[config.mk]
export PLATFORM = sky130hd
export DESIGN_NAME = apb_gpio_irq_flat
export DESIGN_NICKNAME = d
export VERILOG_FILES = /design/src/rtl/apb_gpio_irq_if.sv /design/src/rtl/apb_gpio_irq.sv /design/src/flat_wrapper.sv
export SDC_FILE = /design/constraint.sdc
export NUM_CORES = 1
export LEC_CHECK = 0
export ABC_AREA = 1
export CAP_MARGIN = 20
export CELL_PAD_IN_SITES_DETAIL_PLACEMENT = 0
export CELL_PAD_IN_SITES_GLOBAL_PLACEMENT = 1
export CORE_ASPECT_RATIO = 1.1
export CORE_MARGIN = 5
export CORE_UTILIZATION = 36
export CTS_BUF_LIST = sky130_fd_sc_hd__clkbuf_16
export DETAILED_ROUTE_END_ITERATION = 6
export PLACE_DENSITY_LB_ADDON = 0.1
export SLEW_MARGIN = 20
export SYNTH_ARGS = -nofsm -noshare
export SYNTH_HDL_FRONTEND = slang
export SYNTH_SLANG_ARGS = --single-unit
[constraint.sdc]
create_clock -name pCLK -period 2.02 [get_ports pCLK]
set_input_delay 0.404 -clock pCLK [delete_from_list [all_inputs] [get_ports pCLK]]
set_output_delay 0.404 -clock pCLK [all_outputs]
set_load 0.02 [all_outputs]
[src/rtl/apb_gpio_irq_if.sv]
// APB3 bus bundle for the GPIO peripheral.
// Signals: pADDR/pSEL/pENABLE/pWRITE/pWDATA driven by the master,
//          pRDATA/pREADY/pSLVERR driven by the slave.
// Modports: master (bus requester), slave (peripheral side).
interface apb_gpio_irq_if #(
    parameter int AW = 32,
    parameter int DW = 32
) ();
    logic [AW-1:0] pADDR;
    logic          pSEL;
    logic          pENABLE;
    logic          pWRITE;
    logic [DW-1:0] pWDATA;
    logic [DW-1:0] pRDATA;
    logic          pREADY;
    logic          pSLVERR;

    modport master (
        output pADDR, pSEL, pENABLE, pWRITE, pWDATA,
        input  pRDATA, pREADY, pSLVERR
    );

    modport slave (
        input  pADDR, pSEL, pENABLE, pWRITE, pWDATA,
        output pRDATA, pREADY, pSLVERR
    );
endinterface

[src/rtl/apb_gpio_irq.sv]
// APB3 GPIO peripheral with per-pin direction, atomic output set/clear,
// synchronised inputs and rise/fall edge interrupts (sticky W1C status).
// Ports:
//   pCLK, pRESETn     clock, asynchronous active-low reset
//   bus (slave)       APB3 register access, pADDR[6:0] decoded
//   gpio_in           asynchronous pin inputs
//   gpio_out, gpio_oe output values / output enables (registered)
//   irq               level interrupt = OR of STATUS bits
module apb_gpio_irq #(
    parameter int DW          = 32,
    parameter int AW          = 32,
    parameter int NGPIO       = 16,
    parameter int SYNC_STAGES = 2
) (
    input  logic               pCLK,
    input  logic               pRESETn,
    apb_gpio_irq_if.slave      bus,
    input  logic [NGPIO-1:0]   gpio_in,
    output logic [NGPIO-1:0]   gpio_out,
    output logic [NGPIO-1:0]   gpio_oe,
    output logic               irq
);

    typedef enum logic [2:0] {
        REG_DATA_IN  = 3'd0,
        REG_DATA_OUT = 3'd1,
        REG_DIR      = 3'd2,
        REG_RISE_EN  = 3'd3,
        REG_FALL_EN  = 3'd4,
        REG_STATUS   = 3'd5,
        REG_OUT_SET  = 3'd6,
        REG_OUT_CLR  = 3'd7
    } reg_idx_t;

    logic [6:0]       offset;
    reg_idx_t         idx;
    logic             access;
    logic             mapped;
    logic             err;
    logic             we;
    logic             re;
    logic [NGPIO-1:0] wdata;

    logic [SYNC_STAGES-1:0][NGPIO-1:0] sync_q;
    logic [NGPIO-1:0] sync_val;
    logic [NGPIO-1:0] prev_q;
    logic [NGPIO-1:0] rise;
    logic [NGPIO-1:0] fall;
    logic [NGPIO-1:0] set_ev;
    logic [NGPIO-1:0] w1c;

    logic [NGPIO-1:0] data_out_q;
    logic [NGPIO-1:0] dir_q;
    logic [NGPIO-1:0] rise_en_q;
    logic [NGPIO-1:0] fall_en_q;
    logic [NGPIO-1:0] status_q;

    logic [NGPIO-1:0] rd_sel;
    logic [DW-1:0]    rdata;
    logic             unused;

    assign offset = bus.pADDR[6:0];
    assign idx    = reg_idx_t'(offset[4:2]);
    assign access = bus.pSEL & bus.pENABLE;
    // Only word-aligned offsets below 0x20 hit a register.
    assign mapped = (offset[6:5] == 2'b00) && (offset[1:0] == 2'b00);
    assign err    = access & (~mapped | (bus.pWRITE & (idx == REG_DATA_IN)));
    assign we     = access & bus.pWRITE & ~err;
    assign re     = access & ~bus.pWRITE & ~err;
    assign wdata  = bus.pWDATA[NGPIO-1:0];

    assign unused = &{1'b0, bus.pADDR, bus.pWDATA};

    // Input synchroniser followed by the prev register for edge detection.
    always_ff @(posedge pCLK or negedge pRESETn) begin
        if (!pRESETn) begin
            sync_q <= '0;
            prev_q <= '0;
        end else begin
            sync_q <= {sync_q[SYNC_STAGES-2:0], gpio_in};
            prev_q <= sync_q[SYNC_STAGES-1];
        end
    end

    assign sync_val = sync_q[SYNC_STAGES-1];
    assign rise     = sync_val & ~prev_q;
    assign fall     = ~sync_val & prev_q;
    assign set_ev   = (rise & rise_en_q) | (fall & fall_en_q);
    assign w1c      = (we && idx == REG_STATUS) ? wdata : '0;

    always_ff @(posedge pCLK or negedge pRESETn) begin
        if (!pRESETn) begin
            data_out_q <= '0;
            dir_q      <= '0;
            rise_en_q  <= '0;
            fall_en_q  <= '0;
            status_q   <= '0;
        end else begin
            // A same-cycle edge event overrides the clear of that bit.
            status_q <= (status_q & ~w1c) | set_ev;
            if (we) begin
                case (idx)
                    REG_DATA_OUT: data_out_q <= wdata;
                    REG_DIR:      dir_q      <= wdata;
                    REG_RISE_EN:  rise_en_q  <= wdata;
                    REG_FALL_EN:  fall_en_q  <= wdata;
                    REG_OUT_SET:  data_out_q <= data_out_q | wdata;
                    REG_OUT_CLR:  data_out_q <= data_out_q & ~wdata;
                    default:      ;
                endcase
            end
        end
    end

    always_comb begin
        rd_sel = '0;
        case (idx)
            REG_DATA_IN:  rd_sel = sync_val;
            REG_DATA_OUT: rd_sel = data_out_q;
            REG_DIR:      rd_sel = dir_q;
            REG_RISE_EN:  rd_sel = rise_en_q;
            REG_FALL_EN:  rd_sel = fall_en_q;
            REG_STATUS:   rd_sel = status_q;
            default:      rd_sel = '0;
        endcase
        rdata = '0;
        if (re) begin
            rdata[NGPIO-1:0] = rd_sel;
        end
    end

    assign bus.pRDATA  = rdata;
    assign bus.pREADY  = 1'b1;
    assign bus.pSLVERR = err;

    assign gpio_out = data_out_q;
    assign gpio_oe  = dir_q;
    assign irq      = |status_q;

endmodule
[src/flat_wrapper.sv]
// flat-port wrapper written by rule: the top's interface ports become plain ports
module apb_gpio_irq_flat 
#(
    parameter int DW          = 32,
    parameter int AW          = 32,
    parameter int NGPIO       = 16,
    parameter int SYNC_STAGES = 2
)
  (pCLK, pRESETn, gpio_in, gpio_out, gpio_oe, irq, bus_pADDR, bus_pSEL, bus_pENABLE, bus_pWRITE, bus_pWDATA, bus_pRDATA, bus_pREADY, bus_pSLVERR);
  apb_gpio_irq_if #(.AW(AW), .DW(DW)) bus_i ();
  input  logic pCLK;
  input  logic pRESETn;
  input  logic [NGPIO-1:0] gpio_in;
  output logic [NGPIO-1:0] gpio_out;
  output logic [NGPIO-1:0] gpio_oe;
  output logic irq;
  input wire logic [$bits(bus_i.pADDR)-1:0] bus_pADDR;
  input wire logic [$bits(bus_i.pSEL)-1:0] bus_pSEL;
  input wire logic [$bits(bus_i.pENABLE)-1:0] bus_pENABLE;
  input wire logic [$bits(bus_i.pWRITE)-1:0] bus_pWRITE;
  input wire logic [$bits(bus_i.pWDATA)-1:0] bus_pWDATA;
  output wire logic [$bits(bus_i.pRDATA)-1:0] bus_pRDATA;
  output wire logic [$bits(bus_i.pREADY)-1:0] bus_pREADY;
  output wire logic [$bits(bus_i.pSLVERR)-1:0] bus_pSLVERR;
  assign bus_i.pADDR = bus_pADDR;
  assign bus_i.pSEL = bus_pSEL;
  assign bus_i.pENABLE = bus_pENABLE;
  assign bus_i.pWRITE = bus_pWRITE;
  assign bus_i.pWDATA = bus_pWDATA;
  assign bus_pRDATA = bus_i.pRDATA;
  assign bus_pREADY = bus_i.pREADY;
  assign bus_pSLVERR = bus_i.pSLVERR;
  apb_gpio_irq #(.DW(DW), .AW(AW), .NGPIO(NGPIO), .SYNC_STAGES(SYNC_STAGES)) u_core (.pCLK(pCLK), .pRESETn(pRESETn), .bus(bus_i), .gpio_in(gpio_in), .gpio_out(gpio_out), .gpio_oe(gpio_oe), .irq(irq));
endmodule
---- Word level (Yosys, flattened, before mapping) ----
Index checks and enable logic that the tools add are counted.
word-level totals
  bits in registers ....................... 128
cells by class
  bitwise gates (word level) .............. 24
  eq/ne operators ......................... 7
  reductions and logical operators ........ 11
  mux-type cells .......................... 4
operator list
  cell                  number
  $and A16 B16 Y16      6
  $pmux W16 S6          1
  $not A16 Y16          4
  $or A16 B16 Y16       3
  $pmux W16 S3          1
  $mux W16              2
  $reduce_or A16 Y1     1
  $eq A3 B3 Y1 const B  4
  $reduce_and A2 Y1     4
  $and A1 B1 Y1         7
  $eq A3 B2 Y1 const B  2
  $logic_not A2 Y1      2
  $eq A3 B1 Y1 const B  1
  $logic_not A3 Y1      1
  $not A1 Y1            3
  $reduce_bool A3 Y1    1
  $logic_and A1 B1 Y1   2
  $or A1 B1 Y1          1

---- Logic depth before layout (Yosys ltp) ----
  word-level depth ........................ 12
  gate-level depth with buffers ........... 9
  gate-level depth less buffers ........... 7

---- Worst setup path after synthesis ----
No wires, ideal clock.
  path kind ............................... input to output
  start ................................... input port bus_pADDR[2]
  end ..................................... output port bus_pRDATA[5]
  path buffers ............................ 1
  stages on the path ...................... 8
  path slack .............................. -0.016 ns
  arrival time ............................ 1.632 ns
  required time ........................... 1.616 ns
  cells stage by stage .................... inv_1 -> nand2_4 -> nor2_1 -> buf_4 -> nand2_1 -> o21ai_0 -> inv_1 -> a21oi_1
between the ends
  word-level cells in the longest chain between the ends .. 7
  elaborated cells between the ends (all ways) .. 13
RTL lines
  what              line                                     source
  from (decl)       flat_wrapper.sv:17                       input wire logic [$bits(bus_i.pADDR)-1:0] bus_pADDR;
  $logic_not A3 Y1  apb_gpio_irq.sv:67, apb_gpio_irq.sv:117
  $and A1 B1 Y1     apb_gpio_irq.sv:67                       assign err = access & (~mapped | (bus.pWRITE & (idx == REG_DATA_IN)));
  $or A1 B1 Y1      apb_gpio_irq.sv:67
  $and A1 B1 Y1     apb_gpio_irq.sv:67
  $not A1 Y1        apb_gpio_irq.sv:69                       assign re = access & ~bus.pWRITE & ~err;
  $and A1 B1 Y1     apb_gpio_irq.sv:69
  $mux W16 *        apb_gpio_irq.sv:127                      if (re) begin
  to (decl)         flat_wrapper.sv:22                       output wire logic [$bits(bus_i.pRDATA)-1:0] bus_pRDATA;
Every way passes the cells marked *; elsewhere a longest branch is shown, timed or not.

---- Worst setup path after layout ----
  start ................................... register u_core.status_q[15]
  end ..................................... output port irq
between the ends
  word-level cells in the longest chain between the ends .. 1
RTL lines
  what                    line                 source
  from (decl)             apb_gpio_irq.sv:56   logic [NGPIO-1:0] status_q;
  from (signal assigned)  apb_gpio_irq.sv:100  status_q <= (status_q & ~w1c) | set_ev;
  $reduce_or A16 Y1       apb_gpio_irq.sv:138  assign irq = |status_q;
  to (decl)               flat_wrapper.sv:16   output logic irq;
No other way between the ends.

==> results.py <==
metrics = {
    "route": {
        "wl_um": 19900,
        "wl_per_cell_um": 16.9,
        "drc_errors": 0,
        "drt-initial-drc-count": 306,
        "ant_nets": 0,
        "vias": 5591,
        "dr.pass1.iters": 7,
        "vias_per_cell": 4.77,
    },
    "sta": {
        "finalWorstSetupSlack_ns": -0.0875,
        "final-hold-violation-count": 0,
        "rsz0062_at_grt": "yes",
        "fmax_mhz": 475,
        "min_period_over_period_pct": 104,
        "setup_viol": 1,
        "fin_setup_tns_ns": -0.0875,
        "finalMaxSlewViolations": 0,
        "skew_ns": 0.00512,
        "fin_crit_ns": 2.11,
        "whs_ns": 0.349,
    },
    "global_route": {
        "grt_max_degree": 68,
        "first_global_vias": 5812,
        "overflow": 0,
        "grt_antenna_before_repair": 0,
        "grt_pass1_wl_um": 31700,
        "track_usage_pct": 20.8,
    },
    "critical_path": {
        "worstSetupStartpointType": "register",
        "crit_arrival_ns": 1.70,
        "regToRegSetupSlack_ns": 0.99,
        "crit_type": "register to primary output",
        "rr_startpoint": "u_core.gpio_out[12]",
        "path_max_fanout": 2,
        "crit_required_ns": 1.62,
        "ff2ff_path_depth": 5,
        "r2r-end": "u_core.gpio_out[12]",
        "cp-end-kind": "primary output",
    },
    "power": {
        "p_leak_nw": 4.25,
        "pwr_density_cell_mw_per_mm2": 915,
        "ir_worst_vdd_mv": 0.504,
    },
    "yosys": {
        "ys_top_cells_by_count": "219 x nand2_1, 128 x dfrtp_1, 121 x inv_1",
        "synthArstFlopShare_pct": 100,
        "synth_cells": 765,
        "synthesis.area_mm2": 0.00618,
        "yosys.area.top_type": "dfrtp_1",
        "synth_seq_cells": 128,
        "ys.flop_type": "dfrtp_1",
        "yosysSeqAreaShare_pct": 51.8,
        "post-synth-top-count-cell": "nand2_1",
        "synth_cell_types": 28,
        "synth_top_area_share_pct": 51.8,
        "yosysWarnings": 0,
        "avgSynthCellArea_um2": 8.08,
        "synth_edf_count": 0,
        "synth_area_leaders": "dfrtp_1 52%, nand2_1 13%, o21ai_0 7.5%",
    },
    "place": {
        "dp_hpwl_um": 14100,
        "io_buffers": 93,
        "gp_congestion": 0.818,
        "dp.cells": 1135,
        "place_ws_ns": -0.873,
    },
    "clock_tree": {
        "clock_path_buffers": 2,
        "cts_made_buffers": 17,
        "clock-sinks": 128,
        "cts_tree": "yes",
        "clk_pin_slew_ns": 0.06,
        "cts-root-buf": "clkbuf_16",
        "htree_num_levels": 4,
        "clock_latency_ns": 0.43,
    },
    "outcome": {
        "status": "complete, but fails checks",
        "violations": "setup timing",
    },
    "finish": {
        "fin_cells": 1173,
        "area_growth_pct": 43.3,
        "nets": 1011,
        "fillers": 1627,
        "drive_above_1_share_pct": 19.0,
        "antennaDiodeCount": 0,
    },
    "floorplan": {
        "core_mm2": 0.0170,
        "die-area_mm2": 0.0199,
        "fp.dieW_um": 135,
        "initial_core_util_pct": 36.5,
        "fp-row-count": 50,
        "boundaryPins": 152,
        "die_h_um": 147,
    },
    "job": {
        "cap_violations": 0,
    },
    "worst_hold_path": {
        "holdCritPathClass": "register to register",
        "holdPathStages": 0,
        "worst_hold_startpoint": "u_core.sync_q[10]",
        "holdPathEnd": "u_core.sync_val[10]",
    },
}
[per-stage QoR]
stage | total power, mW | utilization, % | instance area (um2)
final | 8.10 | 52.3 | 8860
after CTS | 8.14 | 50.9 | 8630
after detailed placement | 4.64 | 46.1 | 7820
after global placement | 4.61 | 46.1 | 7820
after floorplan | 3.86 | - | 6270
after global routing | 8.51 | 52.3 | 8860
[flip-flops by register name (all words and copies together) (netlist names)]
register	count
u_core.fall_en_q	16
u_core.gpio_out	16
u_core.prev_q	16
u_core.sync_q	16
u_core.rise_en_q	16
u_core.gpio_oe	16
u_core.sync_val	16
u_core.status_q	16
[layout by cell type, fill, tap and decap left out, types with 2 or more instances in the layout]
cell | netlist | routed
nand4_2 | 2 | 2
nor2_4 | 1 | 5
bufinv_16 | 0 | 5
inv_4 | 0 | 2
nand4_1 | 7 | 7
inv_2 | 2 | 3
clkdlybuf4s50_1 | 0 | 65
inv_6 | 0 | 5
a21oi_1 | 21 | 4
o21ai_0 | 92 | 79
dfrtp_1 | 128 | 128
inv_1 | 121 | 118
conb_1 | 2 | 17
dlymetal6s2s_1 | 0 | 6
nor2_2 | 2 | 5
o31ai_1 | 16 | 16
a21oi_2 | 0 | 6
buf_12 | 0 | 9
nand2_4 | 1 | 4
clkinv_1 | 1 | 2
buf_4 | 22 | 60
nand3_4 | 2 | 4
o211ai_1 | 16 | 16
clkinv_4 | 0 | 2
nand2_2 | 1 | 3
o21ai_1 | 5 | 17
buf_6 | 2 | 25
nor2_1 | 43 | 36
nand3_1 | 20 | 18
o21bai_1 | 16 | 16
nor4_2 | 0 | 2
clkinvlp_4 | 0 | 2
a21oi_4 | 0 | 11
clkbuf_16 | 0 | 17
nand2_1 | 219 | 214
[final cells by class]
type | instances | area [um2] | area share [%]
Clock buffer | 17 | 425 | 4.80
Sequential cell | 128 | 3200 | 36.2
Inverter | 124 | 470 | 5.31
Multi-Input combinational cell | 487 | 2570 | 29.0
Tap cell | 234 | 293 | 3.31
Clock inverter | 15 | 230 | 2.60
Timing Repair Buffer | 168 | 1660 | 18.8
[where the power goes]
group	internal, mW	switching [mW]	total, mW
Combinational	0.658	0.884	1.54
Sequential	2.89	0.237	3.13
Clock	2.21	1.23	3.44
Total	5.75	2.35	8.10
[logic make-up (layout without fill, tap and decap cells)]
kind of cell / after synthesis / in the layout / synth area share [%]
DFF: 128 / 128 / 51.8
and+or+nand+nor: 304 / 304 / 20.9
buffers and inverters: 165 / 324 / 11.8
other: 2 / 17 / 0.122
AOI/OAI and AO/OA: 166 / 166 / 15.4
[layer usage]
metal | global-route usage (%) | part of all wire [%]
met4 | 7.23 | 1.9
met2 | 35.4 | 50
met3 | 4.29 | 4.2
met1 | 26.2 | 44
met5 | 0 | 0
[how the worst max path moves through the flow]
stage	startpoint	to	cells past startpoint
3_5_place_dp	bus_pADDR[2]	bus_pRDATA[0]	10
4_1_cts	u_core.status_q[15]	irq	4
3_3_place_gp	bus_pADDR[2]	bus_pRDATA[0]	10
2_1_floorplan	bus_pADDR[3]	bus_pRDATA[7]	8
5_1_grt	u_core.status_q[15]	irq	4
6_report	u_core.status_q[15]	irq	4
[what timing repair did]
item	in CTS	in global routing
endpoints found under the hold margin	29	0
hold buffers	1	0
gates resized for setup	145	62
buffers inserted	3	2
pin swaps	8	20
cloned	1	0
endpoints found under the setup margin	18	18
[worst max-delay path, stage by stage, from the launching register on]
cell and delay (ns):
dfrtp_1 0.40, nor4_4 0.32, buf_4 0.16, nand4_1 0.19
buf_6 0.21
Note: power is estimated with default switching activity, not from simulation.
==> edit 1, RTL diff (config.mk and constraints unchanged) <==
Reset style: synchronous (`pRESETn`), changed in 2 clocked blocks. Comments in the files are not updated.
--- a/src/rtl/apb_gpio_irq.sv
+++ b/src/rtl/apb_gpio_irq.sv
@@ -72,7 +72,7 @@
     assign unused = &{1'b0, bus.pADDR, bus.pWDATA};
 
     // Input synchroniser followed by the prev register for edge detection.
-    always_ff @(posedge pCLK or negedge pRESETn) begin
+    always_ff @(posedge pCLK) begin
         if (!pRESETn) begin
             sync_q <= '0;
             prev_q <= '0;
@@ -88,7 +88,7 @@
     assign set_ev   = (rise & rise_en_q) | (fall & fall_en_q);
     assign w1c      = (we && idx == REG_STATUS) ? wdata : '0;
 
-    always_ff @(posedge pCLK or negedge pRESETn) begin
+    always_ff @(posedge pCLK) begin
         if (!pRESETn) begin
             data_out_q <= '0;
             dir_q      <= '0;
Formal check against the unedited RTL: differs if pRESETn is asserted again (counterexample within 4 cycles, from zero or initial values and one cycle with pRESETn low); with pRESETn held inactive, the same outputs for 4 cycles.
==> edit 1 against the unedited design <==
Via count grew 5.5%. Register-to-register slack gained 0.06 ns. Design area shrank 4.7%. Setup slack gained 0.094 ns. Highest routed layer unchanged. Routed wire length grew 3.1%. Area after synthesis shrank 5.1%. Sequential share of layout area shrank 5.8 points. Largest cell class is now multi-input combinational cells. Sequential cell count is the same.
Power is not compared: it rests on default switching activity, and its combinational part moved more than twofold at a synthesized area within 25%.
==> edit 1: results (changes against the unedited design) <==
* Post-synthesis xor/xnor area fraction at 0 (unchanged)
* VDD IR max at 0.0006226 V
* Clock-pin slew on the worst setup and hold paths at 0.06 ns (about the same)
* Adder-cell share of the synthesized area at 0 (unchanged)
* Yosys warns at 0 (unchanged)
* Post-synthesis compound-gate area fraction at 0.1672 (+0.01332)
* Nets at 1087 (+7.5%)
* Final GP Congestion at 0.8594 (+5.0%)
* Vias at 5900 (+5.5%)
* First DRT Iteration DRCs at 479 (+57%)
* Slowest CP cell: dfxtp_1
* Share of cells above drive strength 1 at 0.1911 (+0.001570)
* Reg2Reg Depth at 5 (unchanged)
* Register area share after synthesis at 0.4368 (-0.08156)
* Netlist cell types at 30 (+7.1%)
* Post-detail-place hpwl at 15150 um (+7.1%)
* Mux contribution to synthesized area at 0 (unchanged)
* Crit path max fanout at 2 (unchanged)
* Switching fraction of total power at 0.2593
* Arrival @ worst endpoint at 1.61 ns (-0.09 ns)
* Maxcap violations at 0 (unchanged)
* Clk_lat worst skew at 0.42 ns
* Slowest stage delay, CP at 0.33 ns (-0.07 ns)
* First-pass GRT wire length at 31760 um (about the same)
* Deepest clock path buffer count at 2 (unchanged)
* Family with the most delay on the worst path: simple AND/OR/NAND/NOR gates
* Power Density at 744.7 mW/mm2
* CTS root buffer: clkbuf_16
* Top cells by area, synth: dfxtp_1 44%, nand2_1 9.9%, nor2_1 9.1%
* Leak at 3.798 nW
* Ys flop type: dfxtp_1
* Post-synth top cells: 154 x nand2_1, 142 x nor2_1, 128 x dfxtp_1
* CTS buffer count at 17 (unchanged)
* H-tree levels at 4 (unchanged)
* Asr flop ratio synth at 0 (-1.000)
* Buffers on Ports at 93 (unchanged)
* WL final at 20470 um (+3.1%)
* Gr usage total at 0.2161 (+0.008491)
* N_diodes at 0 (unchanged)
* Clk network pwr share at 0.498
* Pin count of the biggest net entering global routing at 53 (-22%)
* Worst hold-check path type: reg2reg
* Antenna violations before repair at 0 (unchanged)
* Outcome: complete, no violations
* Post-Place Setup Slack at -0.9119 ns (-0.03863 ns)
* Hold path depth at 2 (+2)
* ANT nets after route at 0 (unchanged)
* First-pass iteration count of the detailed router at 5 (-2)
* Vias in the first global route at 5472 (-5.8%)
* P_comb at 0.541 mW
* Clock Skew at 0.007642 ns (+0.002518 ns)
## edit 1: routing by layer
| layer | global-route usage | part of all wire | routed length, um | up-vias |
|---|---|---|---|---|
| met4 | 0.05198 | 0.010 | 211 | 0 |
| met1 | 0.3207 | 0.50 | 10330 | 2705 |
| met2 | 0.3171 | 0.42 | 8669 | 205 |
| li1 | - | - | - | 2976 |
| met3 | 0.05007 | 0.061 | 1257 | 14 |
| met5 | 0 | 0 | 0 | - |
## edit 1: cells by family after synthesis
kind of cell           after synthesis
AO/OA/AOI/OAI                      177
buffers and inverters              176
flip-flops                         128
other                                2
AND/OR/NAND/NOR                    368
## edit 1: worst min-delay path, stage by stage (launching register included)
cell and delay [ns]:
dfxtp_1 0.30, nand2_1 0.04, inv_1 0.04
## edit 1: area by class of cell
type                       count  area, um2
clock buffer                  17      425.4
clock inverter                15      171.4
fill                        1610       7746
inverter                     123      470.5
multi-input combinational    562       2895
sequential                   128       2564
tap                          204      255.2
timing repair buffer         170       1658
## edit 1: stage by stage
| step | cell area, um2 | std cells |
|---|---|---|
| detailed placement | 7480 | 1174 |
| global placement | 7480 | 1174 |
| CTS | 8407 | 1220 |
| floorplan | 5982 | 866 |
| global route | 8439 | 1219 |
| finish | 8439 | 1219 |
## edit 1: worst paths after layout
| path | from | to | slack [ns] |
|---|---|---|---|
| max reg2reg | u_core.sync_val[2] | u_core.status_q[2] | 1.05 |
| min | u_core.sync_q[7] | u_core.sync_val[7] | 0.41 |
| min reg2reg | u_core.sync_q[7] | u_core.sync_val[7] | 0.41 |
| max | u_core.status_q[2] | irq | 0.007 |
## edit 1: what timing repair did
item                                   4_1_cts  5_1_grt
setup endpoints to repair                   18       18
buffers inserted                            12        3
endpoints found under the hold margin        0        0
hold buffers                                 0        0
resized for setup                          159       29
gates cloned                                 2        0
pin swaps                                   19       13
==> edit 2, RTL diff (config.mk and constraints unchanged) <==
Without the edit above. `SYNC_STAGES` is set to 2 in 2 places; all go to 4.
--- a/src/rtl/apb_gpio_irq.sv
+++ b/src/rtl/apb_gpio_irq.sv
@@ -10,7 +10,7 @@
     parameter int DW          = 32,
     parameter int AW          = 32,
     parameter int NGPIO       = 16,
-    parameter int SYNC_STAGES = 2
+    parameter int SYNC_STAGES = 4
 ) (
     input  logic               pCLK,
     input  logic               pRESETn,
--- a/src/flat_wrapper.sv
+++ b/src/flat_wrapper.sv
@@ -4,7 +4,7 @@
     parameter int DW          = 32,
     parameter int AW          = 32,
     parameter int NGPIO       = 16,
-    parameter int SYNC_STAGES = 2
+    parameter int SYNC_STAGES = 4
 )
   (pCLK, pRESETn, gpio_in, gpio_out, gpio_oe, irq, bus_pADDR, bus_pSEL, bus_pENABLE, bus_pWRITE, bus_pWDATA, bus_pRDATA, bus_pREADY, bus_pSLVERR);
   apb_gpio_irq_if #(.AW(AW), .DW(DW)) bus_i ();
Check against the original RTL: not equivalent (a bounded check fails within 4 cycles, from zero or initial values and one cycle with pRESETn low).
==> edit 2 against the unedited design <==
The flow still finishes with violations (setup timing). Die area is 12% higher. Area after synthesis is 13% higher. Design area is 6.3% higher. Total power is 5.0% higher. Register-to-register slack worse by 0.04 ns. Sequential power is 22% higher. Clock skew is 0.0041 ns higher. Setup slack better by 0.042 ns. Sequential cell count is 32 higher. Routed wire length is 7.1% higher. Largest power group is now sequential cells.
==> edit 2: results (changes against the unedited design) <==
* Vias in the first global route at 6258 (+7.7%)
* Top cells by area, synth: dfrtp_1 57%, nand2_1 12%, o21ai_0 6.6%
* First-pass iteration count of the detailed router at 5 (-2)
* Hold path startpoint: u_core.sync_q[2]
* Setup WS post-layout at -0.04568 ns (+0.04177 ns)
* Outcome: finished, violations left
* Leak at 4.464 nW (+5.1%)
* Sequential share of cell area at 0.4251 (+0.06355)
* Pin count of the biggest net entering global routing at 50 (-26%)
* Clock Skew at 0.009263 ns (+0.004139 ns)
* First-pass GRT wire length at 34200 um (+7.8%)
* Clock-cell share at 0.06098 (-0.01303)
* Vias per cell at 4.844 (+1.6%)
* First DRT Iteration DRCs at 412 (+35%)
* VDD IR max at 0.0006812 V (+35%)
* Fill cells at 1808 (+11%)
* Final setup violation count at 1 (unchanged)
* Buffers, non-clock at 156 (-7.1%)
* Register area share after synthesis at 0.5736 (+0.05526)
* Post-detail-place hpwl at 14300 um (+1.1%)
* WL final at 21270 um (+7.1%)
* Gr usage total at 0.2004 (-0.007144)
* Share of cells above drive strength 1 at 0.1689 (-0.02064)
* Violated checks: setup timing
* Non-clock buffer area fraction after layout at 0.1649 (-0.02298)
* Worst Hold End: u_core.sync_q[18]
* Worst setup startpoint: u_core.status_q[2]
* Post-synth top cells: 219 x nand2_1, 160 x dfrtp_1, 121 x inv_1
[edit 2: cell types whose count changed in the layout (fill, tap and decap cells not counted), sizes merged]
cell	change
dfrtp	+32
buf	-15
dlygate4sd2	+6
dlymetal6s2s	-6
bufinv	-4
clkbuf	+3
inv	+3
clkinv	+1
[edit 2: power breakdown]
| group | total (mW) | internal, mW | switching, mW |
|---|---|---|---|
| registers | 3.81 | 3.56 | 0.252 |
| clock network | 3.17 | 1.74 | 1.43 |
| logic | 1.53 | 0.648 | 0.887 |
| total | 8.51 | 5.95 | 2.57 |
[edit 2: critical path, cell delays in order (launching register included)]
cell	delay [ns]
dfrtp_1	0.40
nor4_2	0.40
nand4_1	0.23
buf_2	0.22
[edit 2: what timing repair did]
action | 4_1_cts | 5_1_grt
hold buffers | 1 | 0
gates cloned | 2 | 0
resized for setup | 153 | 22
setup endpoints to repair | 18 | 16
buffers inserted | 2 | 0
hold endpoints to repair | 43 | 0
pin swaps | 10 | 5
[edit 2: per-stage QoR]
step,instance area [um2],hold WS [ns],worst slack (ns),setup TNS [ns],std cells
floorplan,7067,0.1084,-0.007615,-0.02533,812
global placement,8626,0.3322,-0.9151,-26.59,1170
detailed placement,8626,0.3347,-0.9364,-29.24,1170
CTS,9387,0.3443,-0.03584,-0.03584,1207
global route,9418,0.3564,-0.09407,-0.1040,1206
finish,9418,0.3460,-0.04568,-0.04568,1206
[edit 2: kinds of logic after synthesis]
logic type	after synthesis	share of synthesized area
other cells	2	0.001076
buf+inv	165	0.1043
compound gates	166	0.1362
simple gates	304	0.1848
flops	160	0.5736
[edit 2: metal layers]
layer | track usage | vias up | routed length (um)
li1 | - | 2801 | -
met1 | 0.2617 | 2842 | 9321
met2 | 0.3270 | 156 | 10420
met3 | 0.04292 | 43 | 849
met4 | 0.07741 | 0 | 684
met5 | 0 | - | 0
